$ cat src/rtl/replacement_request_sequencer_pkg.sv
// replacement_sequencer_pkg: shared FSM states, snoop entry type and victim helper.
package replacement_sequencer_pkg;
    localparam int SNOOP_INDEX_WIDTH = 6;
    localparam int SNOOP_LINE_WIDTH = 2;

    typedef enum logic [2:0] {IDLE, HIT_UPDATE, LOOKUP, VICTIM, MISS_UPDATE} state_t;

    typedef struct packed {
        logic [SNOOP_INDEX_WIDTH-1:0] index;
        logic [SNOOP_LINE_WIDTH-1:0]  line;
    } snoop_entry_t;

    // Position of the lowest zero among the first n bits of v (0 when none).
    function automatic int lowest_zero(input logic [31:0] v, input int n);
        int r;
        r = 0;
        for (int i = n - 1; i >= 0; i--)
            if (!v[i]) r = i;
        return r;
    endfunction
endpackage

$ cat src/rtl/replacement_request_sequencer_snoop_fifo.sv
// snoop_invalidate_fifo: 2-entry snoop buffer; the head entry drives the invalidate pulse
// straight from registers and is retired in the same cycle.
module snoop_invalidate_fifo
    import replacement_sequencer_pkg::*;
#(
    parameter int INDEX_WIDTH   = SNOOP_INDEX_WIDTH,
    parameter int COUNTER_WIDTH = SNOOP_LINE_WIDTH
) (
    input  logic                     clock,
    input  logic                     reset,
    input  logic                     i_valid,
    input  logic [INDEX_WIDTH-1:0]   i_index,
    input  logic [COUNTER_WIDTH-1:0] i_line,
    output logic                     o_ready,
    output logic                     o_invalidate,
    output logic [INDEX_WIDTH-1:0]   o_index,
    output logic [COUNTER_WIDTH-1:0] o_line
);
    snoop_entry_t r_mem [2];
    logic [1:0]   r_count;
    logic         r_rd;
    logic         r_wr;
    logic         w_push;
    logic         w_pop;

    assign o_ready      = r_count != 2'd2;
    assign w_push       = i_valid && o_ready;
    assign w_pop        = r_count != 2'd0;
    assign o_invalidate = w_pop;
    assign o_index      = w_pop ? INDEX_WIDTH'(r_mem[r_rd].index) : '0;
    assign o_line       = w_pop ? COUNTER_WIDTH'(r_mem[r_rd].line) : '0;

    always_ff @(posedge clock) begin
        if (reset) begin
            r_count <= '0;
            r_rd    <= 1'b0;
            r_wr    <= 1'b0;
        end else begin
            if (w_push)
                r_mem[r_wr] <= '{index: SNOOP_INDEX_WIDTH'(i_index), line: SNOOP_LINE_WIDTH'(i_line)};
            r_wr    <= r_wr ^ w_push;
            r_rd    <= r_rd ^ w_pop;
            r_count <= r_count + {1'b0, w_push} - {1'b0, w_pop};
        end
    end
endmodule

$ cat src/rtl/replacement_request_sequencer.sv
// replacement_request_sequencer: drives access/invalidate requests into a set-associative LRU bank.
// Define REPLACEMENT_INVALID_FIRST_EN to prefer the lowest invalid way as the miss victim.
module replacement_request_sequencer
    import replacement_sequencer_pkg::*;
#(
    parameter int INDEX_WIDTH           = SNOOP_INDEX_WIDTH,
    parameter int NUMBER_OF_CACHE_LINES = 4,
    parameter int COUNTER_WIDTH         = $clog2(NUMBER_OF_CACHE_LINES)
) (
    input  logic                             clock,
    input  logic                             reset,
    input  logic                             cpuRequest,
    input  logic [INDEX_WIDTH-1:0]           cpuIndex,
    input  logic                             cpuHit,
    input  logic [COUNTER_WIDTH-1:0]         cpuHitLine,
    output logic                             cpuReady,
    output logic                             cpuDone,
    output logic                             victimValid,
    output logic [COUNTER_WIDTH-1:0]         victimLine,
    input  logic                             fillDone,
    input  logic [NUMBER_OF_CACHE_LINES-1:0] lineValids,
    input  logic                             snoopValid,
    input  logic [INDEX_WIDTH-1:0]           snoopIndex,
    input  logic [COUNTER_WIDTH-1:0]         snoopLine,
    output logic                             snoopReady,
    output logic [INDEX_WIDTH-1:0]           cpuIndexOut,
    output logic                             accessEnable,
    output logic [COUNTER_WIDTH-1:0]         lastAccessedCacheLine,
    input  logic [COUNTER_WIDTH-1:0]         replacementCacheLine,
    output logic [INDEX_WIDTH-1:0]           snoopyIndexOut,
    output logic                             invalidateEnable,
    output logic [COUNTER_WIDTH-1:0]         invalidatedCacheLine
);
    state_t                   r_state;
    state_t                   w_next;
    logic [COUNTER_WIDTH-1:0] r_hit_line;
    logic [COUNTER_WIDTH-1:0] r_victim;
    logic [COUNTER_WIDTH-1:0] w_victim;

`ifdef REPLACEMENT_INVALID_FIRST_EN
    assign w_victim = &lineValids ? replacementCacheLine
                    : COUNTER_WIDTH'(lowest_zero(32'(lineValids), NUMBER_OF_CACHE_LINES));
`else
    logic w_unused_line_valids;
    assign w_unused_line_valids = ^lineValids;
    assign w_victim = replacementCacheLine;
`endif

    always_ff @(posedge clock) begin
        if (reset) begin
            r_state     <= IDLE;
            cpuIndexOut <= '0;
            r_hit_line  <= '0;
            r_victim    <= '0;
        end else begin
            r_state <= w_next;
            if (r_state == IDLE && cpuRequest) begin
                cpuIndexOut <= cpuIndex;
                r_hit_line  <= cpuHitLine;
            end
            if (r_state == LOOKUP)
                r_victim <= w_victim;
        end
    end

    always_comb begin
        w_next = IDLE;
        case (r_state)
            IDLE:    w_next = cpuRequest ? (cpuHit ? HIT_UPDATE : LOOKUP) : IDLE;
            LOOKUP:  w_next = VICTIM;
            VICTIM:  w_next = fillDone ? MISS_UPDATE : VICTIM;
            default: w_next = IDLE;
        endcase
    end

    assign cpuReady              = r_state == IDLE;
    assign accessEnable          = r_state == HIT_UPDATE || r_state == MISS_UPDATE;
    assign cpuDone               = accessEnable;
    assign victimValid           = r_state == VICTIM;
    assign victimLine            = r_victim;
    assign lastAccessedCacheLine = r_state == HIT_UPDATE ? r_hit_line
                                 : r_state == MISS_UPDATE ? r_victim : '0;

    snoop_invalidate_fifo #(
        .INDEX_WIDTH  (INDEX_WIDTH),
        .COUNTER_WIDTH(COUNTER_WIDTH)
    ) u_snoop_fifo (
        .clock       (clock),
        .reset       (reset),
        .i_valid     (snoopValid),
        .i_index     (snoopIndex),
        .i_line      (snoopLine),
        .o_ready     (snoopReady),
        .o_invalidate(invalidateEnable),
        .o_index     (snoopyIndexOut),
        .o_line      (invalidatedCacheLine)
    );
endmodule

$ cat config.mk
export PLATFORM = sky130hd
export DESIGN_NAME = replacement_request_sequencer
export DESIGN_NICKNAME = d
export VERILOG_FILES = /design/src/rtl/replacement_request_sequencer_pkg.sv /design/src/rtl/replacement_request_sequencer_snoop_fifo.sv /design/src/rtl/replacement_request_sequencer.sv
export SDC_FILE = /design/constraint.sdc
export NUM_CORES = 1
export LEC_CHECK = 0
export ABC_AREA = 1
export BUFFER_PORTS_ARGS = -buffer_cell sky130_fd_sc_hd__buf_2
export CORE_MARGIN = 4
export CORE_UTILIZATION = 30
export CTS_BUF_LIST = sky130_fd_sc_hd__clkbuf_16
export DETAILED_ROUTE_END_ITERATION = 10
export MAX_ROUTING_LAYER = met4
export PLACE_DENSITY = 0.6
export RECOVER_POWER = 100
export SYNTH_ARGS = -nofsm -noshare
export SYNTH_HDL_FRONTEND = slang
export SYNTH_SLANG_ARGS = --single-unit
export TNS_END_PERCENT = 50
$ cat constraint.sdc
create_clock -name clock -period 1.5 [get_ports clock]
set_input_delay 0.3 -clock clock [delete_from_list [all_inputs] [get_ports clock]]
set_output_delay 0.3 -clock clock [all_outputs]
set_load 0.02 [all_outputs]
==> metrics.csv, run 1 <==
stage;metric;value;unit
run_status;status;finished clean;
routing;Via density;4.42;
clock_network;CTS Sinks;33;
clock_network;H-tree levels;2;
worst_setup_path;Worst R2R Path Depth;4;
yosys;top_reg_cell synth;dfxtp_1;
worst_setup_path;WP data arrival;1.14;ns
worst_setup_path;startpoint type of the worst setup path;flop;
sta;Max Slew Vio Count;0;
cells_and_area;Sequential Area;827;µm²
yosys;largest cells by area after synthesis;edfxtp_1 (33%), dfxtp_1 (23%), nand2_1 (12%);
sta;Tmin final;1.44;ns
floorplan;die area;6020;µm²
cells_and_area;Final Util;0.420;
yosys;Yosys top cell by area;edfxtp_1;
yosys;Ys Warns;0;
run;Max Cap Viol;0;
yosys;ys async rst share;0;
global_route;initial antenna violation count;0;
clock_network;Worst-path clk slew;0.05;ns
sta;count of final hold-check violations;0;
yosys;Post-Synthesis Cell Area;1450;µm²
power;Peak supply drop;525;µV
sta;unrepaired setup endpoints after global routing;yes;
floorplan;Ports;52;
clock_network;Worst-Skew Late Latency;0.27;ns
floorplan;core area;4690;µm²
sta;Clock Skews;0.00354;ns
routing;Vias;1242;
worst_hold_path;hold crit path type;in2reg;
clock_network;Clk Tree Root Cell;clkbuf_16;
global_route;first-pass GRT wire length;5290;µm
yosys;number of synthesized flops with an enable pin;16;
worst_setup_path;worst endpoint required time;1.20;ns
routing;1st-iter DRT viols;42;
yosys;post-synth top area share;0.331;
cells_and_area;layout cell share with drive strength beyond 1;0.344;
clock_network;hold buffer count at CTS;0;
clock_network;TritonCTS clock tree;built;
cells_and_area;area of the multi-input gates;474;µm²
sta;Final Worst Setup Slack;0.0634;ns
global_route;largest net degree at the start of global routing;13;
yosys;Cell variety after synth;20;
sta;fmax;0.696;GHz
clock_network;number of setup buffers added after CTS;0;
placement;Port Buffers;47;
worst_setup_path;CP max FO;4;
yosys;syn_nets;201;
yosys;register area share after synthesis;0.565;
yosys;most frequent cell after synthesis;nand2_1;
cells_and_area;Final #Nets;254;
floorplan;die height;77.6;µm
global_route;Remaining Overflow, GRT;0;
power;Cell Pwr Density;1190;nW/µm²
cells_and_area;Area growth syn-to-layout;35.6;%
worst_hold_path;WHS Path Cells;1;
floorplan;die width;77.6;µm
yosys;most frequent cells after synthesis;nand2_1 (45), inv_1 (37), dfxtp_1 (17), edfxtp_1 (16), nor2_1 (14);
floorplan;Rows;25;
routing;post-route ant nets;0;
sta;Fin Hold WS;0.214;ns
routing;wire per inst;10.7;µm
clock_network;PostCTS Resize Cnt;6;
cells_and_area;Fillers;476;
global_route;vias in the first global route;1176;
floorplan;starting density of the core;0.310;
placement;DP Wirelength;2220;µm
placement;Final Wtd Congestion;0.759;
routing;Pre-antenna DRT Iters;4;
sta;fin crit share;0.958;
yosys;Gate Count Post-Synth;173;
power;Lkg Pwr;0.000967;µW
placement;pre-CTS setup slack;0.196;ns
sta;slew of the pin with the lowest slew margin;0.328;ns
sta;# setup viols final;0;
yosys;Avg Cell Area, Syn;8.40;µm²
routing;WL final;3020;µm
yosys;Seq cells post-synth;33;
global_route;Total GRT Usage;0.112;
worst_setup_path;worst setup path class;reg2out;
sta;slew margin rel.;0.781;
clock_network;CTS Buffer Depth;2;
clock_network;CTS buffer count;5;
cells_and_area;diodes inserted;0;
routing;DRC;0;
worst_setup_path;CP Capture Type;output pin;
sequential cells by signal (all words and copies together) (netlist names):
name                  cells
cpuIndexOut               6
u_snoop_fifo.r_rd         1
r_hit_line                2
u_snoop_fifo.r_count      2
u_snoop_fifo.r_mem       16
victimLine                2
r_state                   3
u_snoop_fifo.r_wr         1
area by class of cell:
cell class / instances / share of cell area
Timing Repair Buffer: 52 / 0.156
Tap cell: 54 / 0.0343
Clock buffer: 5 / 0.0635
Sequential cell: 33 / 0.420
Multi-Input combinational cell: 95 / 0.241
Clock inverter: 3 / 0.00889
Inverter: 39 / 0.0769
cell families after synthesis:
family,share of synthesized area
AOI/OAI and AO/OA,0.0568
and+or+nand+nor,0.239
buffers and inverters,0.140
DFF,0.565
worst paths after layout:
kind | start | to | slack (ns)
min reg2reg | u_snoop_fifo.r_wr | u_snoop_fifo.r_wr | 0.47
min | snoopLine[0] | u_snoop_fifo.r_mem[1][0] | 0.21
max | r_state[0] | lastAccessedCacheLine[1] | 0.06
max reg2reg | u_snoop_fifo.r_count[0] | u_snoop_fifo.r_mem[0][1] | 0.27
layer usage:
metal  vias to the layer above  global-route usage  part of all wire
met4                         0              0.0374             0.014
met5                         -                   -                 0
met1                       551               0.128              0.45
met2                        39               0.188              0.48
met3                         5              0.0348             0.060
li1                        647                   -                 -
where the power goes:
| part | switching [µW] | internal (µW) | total [µW] | leakage [µW] |
|---|---|---|---|---|
| logic | 213 | 129 | 342 | 0.000608 |
| clock network | 368 | 607 | 975 | 0.0000696 |
| registers | 25.7 | 1000 | 1030 | 0.000289 |
| total | 606 | 1740 | 2340 | 0.000967 |
stage by stage:
step / instances / setup TNS [ns] / power (µW) / cell area, µm²
6_report: 281 / 0 / 2340 / 1970
4_1_cts: 281 / 0 / 2350 / 1890
3_3_place_gp: 273 / 0 / 1360 / 1740
3_5_place_dp: 273 / 0 / 1370 / 1740
5_1_grt: 281 / -0.0391 / 2450 / 1970
2_1_floorplan: 173 / 0 / 1260 / 1460
critical path: stages, from the launching register on:
cell and delay, ns:
dfxtp_2 0.34, nor2_4 0.12, nand2_2 0.07, o22ai_1 0.16, buf_4 0.17
layout by cell type (no fill, tap or decap), types with 7 or more instances in the layout:
cell type,instances
nand2_1,43
inv_1,35
buf_2,35
edfxtp_1,16
nor2_1,14
dfxtp_1,14
buf_4,12
nand4_1,9
a21oi_1,7
No activity file was read; power rests on OpenSTA's default activity.
==> run 2, diff against run 1 <==
--- a/config.mk
+++ b/config.mk
@@ -12,7 +12,7 @@
 export CTS_BUF_LIST = sky130_fd_sc_hd__clkbuf_16
 export DETAILED_ROUTE_END_ITERATION = 10
 export MAX_ROUTING_LAYER = met4
-export PLACE_DENSITY = 0.6
+export PLACE_DENSITY_LB_ADDON = 0.08
 export RECOVER_POWER = 100
 export SYNTH_ARGS = -nofsm -noshare
 export SYNTH_HDL_FRONTEND = slang
==> run 2 against run 1 <==
  * Clock power rose by 33%
  * Combinational power barely moved
  * Hold slack barely moved
  * Via count rose by 1.1%
  * Total power rose by 14%
  * Clock skew barely moved
  * Sequential power barely moved
  * Register-to-register slack got worse by 0.11 ns
  * Sequential share of layout area fell by 0.71 points
  * Critical endpoint is now snoopyIndexOut[5]
==> metrics.csv, run 2 (synthesized netlist as in run 1, its figures left out) <==
stage;metric;value;unit
sta;Clock Skews;0.00349;ns
power;Clk pwr share;0.486;
floorplan;core area;4690;µm²
power;Peak supply drop;690;µV
power;combinational power share;0.129;
cells_and_area;area of the multi-input gates;468;µm²
cells_and_area;Area growth syn-to-layout;38.3;%
worst_hold_path;hold crit path type;in2reg;
global_route;initial antenna violation count;0;
clock_network;CTS buffer count;5;
cells_and_area;Sequential Area;830;µm²
power;Reg power frac;0.385;
sta;Fin Hold WS;0.215;ns
worst_setup_path;r2r startpoint;u_snoop_fifo.r_count[0];
cells_and_area;most common cell after layout, fill and taps aside;nand2_1;
floorplan;starting density of the core;0.310;
worst_setup_path;Reg2Reg Setup Slack;0.16;ns
cells_and_area;Top Registers;u_snoop_fifo.r_mem (16), cpuIndexOut (6), r_state (3);
run_status;status;finished clean;
worst_hold_path;Hold Crit Start;snoopIndex[3];
routing;post-route ant nets;0;
clock_network;TritonCTS clock tree;built;
worst_hold_path;WHS Path Cells;1;
routing;Vias;1256;
power;Switching Fraction;0.222;
placement;Port Buffers;47;
sta;Max Slew Vio Count;0;
power;Cell Pwr Density;1330;nW/µm²
power;Sw Pwr;592;µW
global_route;Remaining Overflow, GRT;0;
sta;fmax;0.694;GHz
worst_setup_path;worst endpoint required time;1.20;ns
worst_setup_path;CP max FO;6;
floorplan;Ports;52;
clock_network;hold buffer count at CTS;0;
cells_and_area;Final #Nets;258;
routing;DRC;0;
power;Int Pwr;2070;µW
sta;fin crit share;0.961;
sta;# setup viols final;0;
global_route;Total GRT Usage;0.125;
worst_setup_path;CP Capture Type;output pin;
routing;wire per inst;11.7;µm
cells_and_area;Largest register FFs;16;
placement;pre-CTS setup slack;0.168;ns
worst_setup_path;worst setup path class;reg2out;
routing;Via density;4.41;
floorplan;die height;77.6;µm
sta;Final Worst Setup Slack;0.0583;ns
worst_hold_path;Min-Delay Endpoint;u_snoop_fifo.r_mem[0][5];
clock_network;CTS Buffer Depth;2;
run;Max Cap Viol;0;
cells_and_area;layout cell share with drive strength beyond 1;0.338;
clock_network;Worst-path clk slew;0.05;ns
cells_and_area;Reg with most FFs;u_snoop_fifo.r_mem;
floorplan;Rows;25;
cells_and_area;diodes inserted;0;
cells_and_area;Final Util;0.428;
global_route;vias in the first global route;1264;
global_route;largest net degree at the start of global routing;13;
floorplan;die width;77.6;µm
worst_setup_path;WP data arrival;1.14;ns
worst_setup_path;Worst R2R Path Depth;5;
power;Power Total;2670;µW
clock_network;H-tree levels;2;
global_route;first-pass GRT wire length;5800;µm
placement;DP Wirelength;2470;µm
routing;WL final;3330;µm
placement;Final Wtd Congestion;0.755;
sta;slew margin rel.;0.770;
floorplan;die area;6020;µm²
worst_setup_path;startpoint type of the worst setup path;flop;
cells_and_area;Fillers;471;
sta;Tmin final;1.44;ns
sta;count of final hold-check violations;0;
routing;Pre-antenna DRT Iters;4;
routing;1st-iter DRT viols;26;
sta;slew of the pin with the lowest slew margin;0.345;ns
clock_network;Worst-Skew Late Latency;0.27;ns
clock_network;Clk Tree Root Cell;clkbuf_16;
clock_network;CTS Sinks;33;
cells_and_area;most frequent cells in the layout;nand2_1 (43), inv_1 (35), buf_2 (26);
worst_setup_path;reg2reg end;u_snoop_fifo.r_mem[1][7];
power;Lkg Pwr;0.000989;µW
==> run 2: cell types whose count changed in the layout (fill, tap and decap cells not counted), sizes merged <==
cell,delta
bufinv,+2
clkinv,-1
clkinvlp,-1
clkbuf,+14
buf,-10
==> run 2: critical path: stages, from the launching register on <==
cell,delay [ns]
dfxtp_4,0.37
buf_4,0.14
nand2_1,0.07
a21oi_2,0.14
buf_4,0.15
==> run 2: per-layer routing <==
metal  vias to the layer above  global-route usage  part of all wire
met5                         -                   -                 0
met4                         0              0.0480            0.0090
met3                         4              0.0487             0.065
met2                        40               0.197              0.48
met1                       555               0.142              0.45
li1                        657                   -                 -
==> run 2: stage by stage <==
| step | TNS, ns | std cells | instance area [µm²] |
|---|---|---|---|
| floorplan | 0 | 173 | 1460 |
| global placement | 0 | 273 | 1740 |
| detailed placement | 0 | 273 | 1740 |
| CTS | -0.00182 | 281 | 1950 |
| global route | -0.00469 | 285 | 2010 |
| finish | 0 | 285 | 2010 |
==> run 2: power groups by stage <==
stage,Combinational (µW),Clock [µW],Sequential (µW)
floorplan,196,0,1060
global placement,318,0,1040
detailed placement,326,0,1040
CTS,333,1330,1020
global route,390,1380,1030
finish,344,1300,1030
==> run 2: what timing repair did <==
| action | CTS | global route |
|---|---|---|
| endpoints found under the setup margin | 10 | 12 |
| gates resized for setup | 10 | 19 |
| pin swaps | 0 | 1 |
| buffers inserted | 0 | 4 |
==> run 2: cell type report <==
type | instances | area share
Clock buffer | 5 | 0.0623
Inverter | 39 | 0.0741
Multi-Input combinational cell | 95 | 0.233
Sequential cell | 33 | 0.413
Tap cell | 54 | 0.0336
Clock inverter | 3 | 0.0324
Timing Repair Buffer | 56 | 0.152
==> run 2: how the worst max path moves through the flow <==
stage / start / end / slack, ns / cells past startpoint
finish: u_snoop_fifo.r_rd / snoopyIndexOut[5] / 0.06 / 4
global route: u_snoop_fifo.r_rd / snoopyIndexOut[0] / -0.004 / 4
CTS: u_snoop_fifo.r_count[1] / snoopyIndexOut[2] / -0.002 / 5
detailed placement: u_snoop_fifo.r_count[1] / invalidatedCacheLine[0] / 0.17 / 5
global placement: u_snoop_fifo.r_rd / snoopyIndexOut[2] / 0.21 / 4
floorplan: u_snoop_fifo.r_count[0] / u_snoop_fifo.r_mem[1][0] / 0.08 / 4
